### src/rtl/ddu_step_ctrl_pkg.sv
// Shared debug/step-control package: controller state encodings, CPU control
// constants and the breakpoint compare helper.
package ddu_step_ctrl_pkg;

   localparam int unsigned STATE_W = 3;
   localparam int unsigned PC_W    = 32;

   // Step/run controller states
   typedef enum logic [STATE_W-1:0] {
      ST_HALT      = 3'd0,
      ST_STEP_GO   = 3'd1,
      ST_STEP_WAIT = 3'd2,
      ST_RUN_GO    = 3'd3,
      ST_RUN       = 3'd4,
      ST_DRAIN     = 3'd5
   } state_e;

   // Multicycle CPU control constants (instruction fetch marks the boundary)
   localparam int unsigned      CPU_CTRL_W      = 4;
   localparam logic [3:0]       CPU_ST_FETCH    = 4'd0;
   localparam logic [3:0]       CPU_ST_DECODE   = 4'd1;
   localparam logic [PC_W-1:0]  CPU_RESET_PC    = '0;
   localparam logic [PC_W-1:0]  CPU_INSTR_BYTES = 32'd4;

   // Breakpoint hit: enabled, at an instruction boundary, PC on the target
   function automatic logic bp_match(input logic            fetch,
                                     input logic            bp_en,
                                     input logic [PC_W-1:0] pc,
                                     input logic [PC_W-1:0] bp_addr);
      return fetch && bp_en && (pc == bp_addr);
   endfunction

endpackage

### src/rtl/ddu_step_ctrl_if.sv
// Debug-unit <-> CPU/host bundle.
//   master: CPU/host side, drives fetch, pc, bp_en, bp_addr, cnt_clr
//   slave : step controller, drives cpu_en, halted, bp_hit, state, counters
interface ddu_step_ctrl_if #(
   parameter int unsigned CNT_W = 32
);
   import ddu_step_ctrl_pkg::*;

   logic             fetch;
   logic [PC_W-1:0]  pc;
   logic             bp_en;
   logic [PC_W-1:0]  bp_addr;
   logic             cnt_clr;
   logic             cpu_en;
   logic             halted;
   logic             bp_hit;
   state_e           state;
   logic [CNT_W-1:0] cycle_cnt;
   logic [CNT_W-1:0] instr_cnt;

   modport master (
      output fetch, pc, bp_en, bp_addr, cnt_clr,
      input  cpu_en, halted, bp_hit, state, cycle_cnt, instr_cnt
   );

   modport slave (
      input  fetch, pc, bp_en, bp_addr, cnt_clr,
      output cpu_en, halted, bp_hit, state, cycle_cnt, instr_cnt
   );

endinterface

### src/rtl/ddu_step_ctrl_sync_debounce.sv
// 2-flop synchronizer + debouncer for a raw button level.
//   clk, rst_n : clock, async active-low reset
//   i_raw      : raw asynchronous level
//   o_rise     : 1-cycle pulse on each accepted 0->1 of the debounced level
module sync_debounce #(
   parameter int unsigned DEBOUNCE_CYCLES = 16
) (
   input  logic clk,
   input  logic rst_n,
   input  logic i_raw,
   output logic o_rise
);

   localparam int unsigned   DB_W    = $clog2(DEBOUNCE_CYCLES + 1);
   localparam logic [DB_W-1:0] DB_LAST = DB_W'(DEBOUNCE_CYCLES - 1);

   logic [1:0]      r_sync;
   logic [1:0]      r_sync_vld;
   logic            r_level;
   logic            r_armed;
   logic            r_rise;
   logic [DB_W-1:0] r_cnt;
   logic            w_differ;
   logic            w_accept;

   assign w_differ = r_sync[1] ^ r_level;
   assign w_accept = w_differ && (r_cnt == DB_LAST);
   assign o_rise   = r_rise;

   // r_armed only sets once a genuine low has come through the synchronizer,
   // so a button held through reset cannot fire until released and re-pressed.
   always_ff @(posedge clk or negedge rst_n) begin
      if (!rst_n) begin
         r_sync     <= '0;
         r_sync_vld <= '0;
         r_level    <= 1'b0;
         r_armed    <= 1'b0;
         r_rise     <= 1'b0;
         r_cnt      <= '0;
      end else begin
         r_sync     <= {r_sync[0], i_raw};
         r_sync_vld <= {r_sync_vld[0], 1'b1};
         if (r_sync_vld[1] && !r_sync[1])
            r_armed <= 1'b1;
         if (!w_differ || w_accept)
            r_cnt <= '0;
         else
            r_cnt <= r_cnt + DB_W'(1);
         if (w_accept)
            r_level <= r_sync[1];
         r_rise <= w_accept && r_sync[1] && r_armed;
      end
   end

endmodule

### src/rtl/ddu_step_ctrl.sv
// Single-step / run / breakpoint controller gating the CPU clock enable.
//   clk, rst_n : clock, async active-low reset
//   i_step     : raw single-step button level
//   i_cont     : raw run switch level (1 = run)
//   dbg        : slave side of ddu_step_ctrl_if (fetch/pc/bp in, cpu_en/status/counters out)
module ddu_step_ctrl #(
   parameter int unsigned DEBOUNCE_CYCLES = 16,
   parameter int unsigned CNT_W           = 32
) (
   input  logic           clk,
   input  logic           rst_n,
   input  logic           i_step,
   input  logic           i_cont,
   ddu_step_ctrl_if.slave dbg
);
   import ddu_step_ctrl_pkg::*;

   logic [1:0]       r_cont_sync;
   logic             w_cont;
   logic             w_step_req;
   state_e           r_state;
   state_e           w_state_nxt;
   logic             w_cpu_en;
   logic             w_bp_set;
   logic             w_bp_match;
   logic             r_halted;
   logic             r_bp_hit;
   logic [CNT_W-1:0] r_cycle_cnt;
   logic [CNT_W-1:0] r_instr_cnt;

   sync_debounce #(.DEBOUNCE_CYCLES(DEBOUNCE_CYCLES)) u_step_db (
      .clk    (clk),
      .rst_n  (rst_n),
      .i_raw  (i_step),
      .o_rise (w_step_req)
   );

   // Run switch needs no debounce, only synchronization
   always_ff @(posedge clk or negedge rst_n) begin
      if (!rst_n) r_cont_sync <= '0;
      else        r_cont_sync <= {r_cont_sync[0], i_cont};
   end
   assign w_cont = r_cont_sync[1];

   assign w_bp_match = bp_match(dbg.fetch, dbg.bp_en, dbg.pc, dbg.bp_addr);

   // State register
   always_ff @(posedge clk or negedge rst_n) begin
      if (!rst_n) r_state <= ST_HALT;
      else        r_state <= w_state_nxt;
   end

   // Next state and clock enable
   always_comb begin
      w_state_nxt = r_state;
      w_cpu_en    = 1'b0;
      w_bp_set    = 1'b0;
      case (r_state)
         ST_HALT: begin
            if (w_cont)          w_state_nxt = ST_RUN_GO;
            else if (w_step_req) w_state_nxt = ST_STEP_GO;
         end
         ST_STEP_GO: begin
            w_cpu_en    = 1'b1;
            w_state_nxt = ST_STEP_WAIT;
         end
         ST_STEP_WAIT: begin
            w_cpu_en = !dbg.fetch;
            if (dbg.fetch) w_state_nxt = ST_HALT;
         end
         // No compare here so resuming from a breakpoint gets past it
         ST_RUN_GO: begin
            w_cpu_en    = 1'b1;
            w_state_nxt = ST_RUN;
         end
         ST_RUN: begin
            if (w_bp_match) begin
               w_bp_set    = 1'b1;
               w_state_nxt = ST_HALT;
            end else begin
               w_cpu_en = 1'b1;
               if (!w_cont) w_state_nxt = ST_DRAIN;
            end
         end
         ST_DRAIN: begin
            w_cpu_en = !dbg.fetch;
            if (dbg.fetch) begin
               w_state_nxt = ST_HALT;
               w_bp_set    = w_bp_match;
            end
         end
         default: w_state_nxt = ST_HALT;
      endcase
   end

   // Status flags; bp_hit holds until the controller leaves HALT
   always_ff @(posedge clk or negedge rst_n) begin
      if (!rst_n) begin
         r_halted <= 1'b1;
         r_bp_hit <= 1'b0;
      end else begin
         r_halted <= (w_state_nxt == ST_HALT);
         if (w_bp_set)
            r_bp_hit <= 1'b1;
         else if ((r_state == ST_HALT) && (w_state_nxt != ST_HALT))
            r_bp_hit <= 1'b0;
      end
   end

   // Enabled-cycle and retired-fetch counters; clear wins over increment
   always_ff @(posedge clk or negedge rst_n) begin
      if (!rst_n) begin
         r_cycle_cnt <= '0;
         r_instr_cnt <= '0;
      end else if (dbg.cnt_clr) begin
         r_cycle_cnt <= '0;
         r_instr_cnt <= '0;
      end else begin
         if (w_cpu_en)              r_cycle_cnt <= r_cycle_cnt + CNT_W'(1);
         if (w_cpu_en && dbg.fetch) r_instr_cnt <= r_instr_cnt + CNT_W'(1);
      end
   end

   assign dbg.cpu_en    = w_cpu_en;
   assign dbg.halted    = r_halted;
   assign dbg.bp_hit    = r_bp_hit;
   assign dbg.state     = r_state;
   assign dbg.cycle_cnt = r_cycle_cnt;
   assign dbg.instr_cnt = r_instr_cnt;

endmodule

### src/flat_wrapper.sv
// flat-port wrapper written by rule: the top's interface ports become plain ports
module ddu_step_ctrl_flat import ddu_step_ctrl_pkg::*;
#(
   parameter int unsigned DEBOUNCE_CYCLES = 16,
   parameter int unsigned CNT_W           = 32
)
  (clk, rst_n, i_step, i_cont, dbg_fetch, dbg_pc, dbg_bp_en, dbg_bp_addr, dbg_cnt_clr, dbg_cpu_en, dbg_halted, dbg_bp_hit, dbg_state, dbg_cycle_cnt, dbg_instr_cnt);
  ddu_step_ctrl_if #(.CNT_W(CNT_W)) dbg_i ();
  input  logic clk;
  input  logic rst_n;
  input  logic i_step;
  input  logic i_cont;
  input wire logic [$bits(dbg_i.fetch)-1:0] dbg_fetch;
  input wire logic [$bits(dbg_i.pc)-1:0] dbg_pc;
  input wire logic [$bits(dbg_i.bp_en)-1:0] dbg_bp_en;
  input wire logic [$bits(dbg_i.bp_addr)-1:0] dbg_bp_addr;
  input wire logic [$bits(dbg_i.cnt_clr)-1:0] dbg_cnt_clr;
  output wire logic [$bits(dbg_i.cpu_en)-1:0] dbg_cpu_en;
  output wire logic [$bits(dbg_i.halted)-1:0] dbg_halted;
  output wire logic [$bits(dbg_i.bp_hit)-1:0] dbg_bp_hit;
  output wire logic [$bits(dbg_i.state)-1:0] dbg_state;
  output wire logic [$bits(dbg_i.cycle_cnt)-1:0] dbg_cycle_cnt;
  output wire logic [$bits(dbg_i.instr_cnt)-1:0] dbg_instr_cnt;
  assign dbg_i.fetch = dbg_fetch;
  assign dbg_i.pc = dbg_pc;
  assign dbg_i.bp_en = dbg_bp_en;
  assign dbg_i.bp_addr = dbg_bp_addr;
  assign dbg_i.cnt_clr = dbg_cnt_clr;
  assign dbg_cpu_en = dbg_i.cpu_en;
  assign dbg_halted = dbg_i.halted;
  assign dbg_bp_hit = dbg_i.bp_hit;
  assign dbg_state = dbg_i.state;
  assign dbg_cycle_cnt = dbg_i.cycle_cnt;
  assign dbg_instr_cnt = dbg_i.instr_cnt;
  ddu_step_ctrl #(.DEBOUNCE_CYCLES(DEBOUNCE_CYCLES), .CNT_W(CNT_W)) u_core (.clk(clk), .rst_n(rst_n), .i_step(i_step), .i_cont(i_cont), .dbg(dbg_i));
endmodule
### config.mk
export PLATFORM = sky130hd
export DESIGN_NAME = ddu_step_ctrl_flat
export DESIGN_NICKNAME = d
export VERILOG_FILES = /design/src/rtl/ddu_step_ctrl_pkg.sv /design/src/rtl/ddu_step_ctrl_if.sv /design/src/rtl/ddu_step_ctrl_sync_debounce.sv /design/src/rtl/ddu_step_ctrl.sv /design/src/flat_wrapper.sv
export SDC_FILE = /design/constraint.sdc
export NUM_CORES = 1
export LEC_CHECK = 0
export CAP_MARGIN = 20
export CORE_AREA = 10 10 116 118
export CTS_BUF_LIST = sky130_fd_sc_hd__clkbuf_8
export CTS_CLUSTER_DIAMETER = 150
export CTS_CLUSTER_SIZE = 14
export DETAILED_ROUTE_END_ITERATION = 12
export DIE_AREA = 0 0 126 128
export PLACE_DENSITY = 0.8
export SYNTH_ARGS = -nofsm -noshare
export SYNTH_HDL_FRONTEND = slang
export SYNTH_SLANG_ARGS = --single-unit
### constraint.sdc
create_clock -name clk -period 4.43 [get_ports clk]
set_input_delay 0.886 -clock clk [delete_from_list [all_inputs] [get_ports clk]]
set_output_delay 0.886 -clock clk [all_outputs]
set_load 0.01 [all_outputs]
==> reports/summary.json <==
{
  "synth": {
    "synth_nets": 660,
    "synth_enable_flop_cells": 0,
    "netlist-cell-type-count": 52,
    "yosysWarnings": 0,
    "synth_cells": 585,
    "synth_async_sr_flop_share_pct": 100,
    "syn_area_per_cell_um2": 9.27,
    "syn_area_mm2": 0.00542,
    "ys_dominant_reg_cell": "dfrtp_1",
    "ys_ff_latch": 83,
    "synth_seq_area_share_pct": 38.3
  },
  "sta": {
    "setup_total_negative_slack_ns": 0,
    "hold_viol": 0,
    "timing.final.max_slew_violations": 0,
    "tightest_slew_ns": 0.767,
    "timing.hold.ws_ns": 0.358,
    "timing.final.crit_share_pct": 88.0,
    "setup_violations": 0,
    "worst_clock_skew_ns": 0.0179,
    "max_freq_ghz": 0.256,
    "worst_slew_margin_rel_pct": 48.9,
    "rsz0062_at_grt": "false",
    "period_minus_ws_final_ns": 3.90
  },
  "critical_path": {
    "crit_required_ns": 3.54,
    "worstSetupStartpoint": "dbg_pc[15]",
    "path_class": "input pin to primary output",
    "critical-path-max-stage-delay_ns": 0.50,
    "ff2ff_setup_slack_ns": 1.69,
    "cp-end-kind": "primary output",
    "timing.critical_path.slowest_stage_cell": "clkdlybuf4s50_1",
    "critical_path.startpoint_type": "input pin",
    "arrival_ns": 3.01,
    "series_of_cell_instances_along_the_critical_path": "clkdlybuf4s50_1 -> xnor2_1 -> nand4_1 -> nor4_1 -> and4_1 -> nor2_1 -> clkdlybuf4s50_1",
    "critPathMaxFanout": 3,
    "path_common_cell": "clkdlybuf4s50_1",
    "rr_startpoint": "u_core.dbg.state[2]$_DFF_PN0_"
  },
  "layout": {
    "drive_gt1_share_pct": 13.4,
    "diodes": 0,
    "final_design_area_no_fill_mm2": 0.00710,
    "nets": 777,
    "layout-area-overhead-vs-synth_pct": 30.8,
    "finish.utilization_pct": 63.2
  },
  "route": {
    "finalWirelength_um": 15000,
    "routed-wl-met3_um": 781,
    "antenna_left": 0,
    "routedWlPerCell_um": 17.6,
    "drt_iter0_drcs": 539,
    "dr.max_layer_used": "met4",
    "route.met2.wl_um": 7900,
    "drt-met1-wl_um": 6000,
    "vias_after_detailed_routing": 4949,
    "detail_route.first_pass.iterations": 5,
    "post_drt_via_cell_ratio": 5.82,
    "post-route-drc-count": 0
  },
  "global_route": {
    "grt_start_max_net_pins": 118,
    "track_usage_pct": 17.9,
    "grt.overflow.total": 0,
    "number_of_global_route_vias_before_repair": 4708,
    "grt_pass1_wl_um": 24500,
    "antenna_violations_before_repair": 0
  },
  "clock_network": {
    "tritoncts_clock_tree": "yes",
    "hold_buffers": 0,
    "cts_sinks": 83,
    "max-clock-path-buffers": 2,
    "htreeDepth": 3,
    "cts.reportedPaths.clkPinSlew_ns": 0.08,
    "clock_network_latency_to_the_later_pin_of_the_worst_skew_pair_ns": 0.36,
    "cts.repair_timing.setup_buffer_count": 0,
    "cts_root_buf": "clkbuf_8",
    "postCtsResizedCells": 0,
    "cts_made_buffers": 9
  },
  "floorplan": {
    "die_h_um": 128,
    "dieArea_mm2": 0.0161,
    "chip_width_um": 126,
    "num_io_pins": 141,
    "fp-row-count": 39,
    "core_mm2": 0.0112,
    "floorplan.initialDensity_pct": 48.3
  },
  "place": {
    "place.gp.congestion": 0.918,
    "place.port_buffers": 140,
    "hpwl_um": 10900,
    "placement.cell_area_mm2": 0.00687
  },
  "worst_hold_path": {
    "timing.hold.worst.class": "flop to flop",
    "holdCritStartpoint": "u_core.u_step_db.r_sync_vld[0]$_DFF_PN0_"
  },
  "power": {
    "p_int_w": 0.00128,
    "max-vdd-ir-drop_uv": 181,
    "switching_share_pct": 34.0,
    "p_total_w": 0.00194,
    "power.clock.fraction_pct": 28.9,
    "power.density_mw_per_mm2": 273,
    "p_leak_nw": 2.83,
    "sequentialPowerShare_pct": 44.2,
    "power_frac_comb_pct": 26.9,
    "p_sw_w": 0.000659
  },
  "job": {
    "cap_violations": 0
  },
  "run_status": {
    "run_status": "finished clean"
  }
}
## flip-flops by register name, summed over array words and instances, names as in the netlist
signal and cells:
u_core.dbg.state 3, u_core.u_step_db.r_cnt 5, u_core.u_step_db.r_level 1, u_core.u_step_db.r_sync 2
u_core.dbg.instr_cnt 32, u_core.u_step_db.r_armed 1, u_core.dbg.bp_hit 1, u_core.dbg.cycle_cnt 32
u_core.u_step_db.r_sync_vld 2, u_core.u_step_db.o_rise 1, u_core.r_cont_sync 2, u_core.dbg.halted 1
## synthesized netlist by cell type, drive strengths merged (6+ instances only)
cell type	number	area (µm²)
mux2	54	642
inv	6	22.5
buf	11	78.8
nor3	23	115
xnor2	25	219
nand2	25	93.8
or4	10	78.8
and4	9	81.3
a211oi	22	200
nand3	30	155
dfrtp	82	2050
nor4	7	43.8
and3	17	106
nor2	75	282
nand4	30	203
xor2	10	87.6
clkbuf	31	116
nor2b	56	350
o31ai	9	81.3
a21oi	13	65.1
## placed cells by master, fill, tap and decap left out, types with 10 or more instances in the layout
cell             count
nor2b_1             56
dfrtp_1             82
nor3_1              23
xnor2_1             25
nand4_1             29
mux2_2              44
nor2_1              75
xor2_1              10
nand3_1             29
clkdlybuf4s50_1    138
nand2_1             25
a211oi_1            15
and3_1              17
a21oi_1             13
## logic make-up (layout without fill, tap and decap cells)
| family | count (synthesis) | after routing | synth area share (%) |
|---|---|---|---|
| flops | 83 | 83 | 38.3 |
| fa+ha+maj | 4 | 4 | 0.923 |
| simple gates | 293 | 293 | 29.3 |
| compound gates | 67 | 67 | 9.94 |
| other cells | 1 | 1 | 0.0691 |
| mux | 54 | 54 | 11.8 |
| buf+inv | 48 | 170 | 4.01 |
| xor+xnor | 35 | 35 | 5.65 |
## per-layer routing
metal / up-vias / global-route usage [%]
met5: - / 0
li1: 2339 / -
met1: 2448 / 21.6
met4: 0 / 6.16
met2: 141 / 31.1
met3: 21 / 3.85
## area by class of cell
type	instances	area, µm²
Multi-Input combinational cell	454	3140
Sequential cell	83	2080
Clock inverter	7	73.8
Clock buffer	9	124
Inverter	6	22.5
Fill cell	941	4130
Tap cell	143	179
Timing Repair Buffer	148	1480
## stage by stage
| stage | worst slack, ns | cells |
|---|---|---|
| after floorplan | 1.36 | 585 |
| after global placement | 0.574 | 833 |
| after detailed placement | 0.529 | 833 |
| after CTS | 0.519 | 849 |
| after global routing | 0.359 | 850 |
| final | 0.530 | 850 |
## critical path: cells and delay by family
kind                   cells  cell delay, ns
AND/OR/NAND/NOR            4            0.99
buffers and inverters      2            1.00
XOR/XNOR                   1            0.12
## worst paths after layout
kind | endpoint | depth (start not counted)
max in group asynchronous | u_core.dbg.cycle_cnt[31]$_DFFE_PN0P_ | 2
setup reg to reg | u_core.dbg.instr_cnt[27]$_DFFE_PN0P_ | 6
min in group asynchronous | u_core.dbg.instr_cnt[19]$_DFFE_PN0P_ | 1
hold reg to reg | u_core.u_step_db.r_sync_vld[1]$_DFF_PN0_ | 0
setup / recovery | dbg_cpu_en | 7
hold / removal | u_core.u_step_db.r_sync_vld[1]$_DFF_PN0_ | 0
## power by group through the flow
stage          Sequential [W]  Clock [W]  Combinational [W]
4_1_cts              0.000855   0.000571           0.000519
2_1_floorplan        0.000847          0           0.000306
5_1_grt              0.000866   0.000600           0.000567
3_3_place_gp         0.000867          0           0.000507
6_report             0.000857   0.000560           0.000522
3_5_place_dp         0.000870          0           0.000517
(Power assumes the default switching activity.)
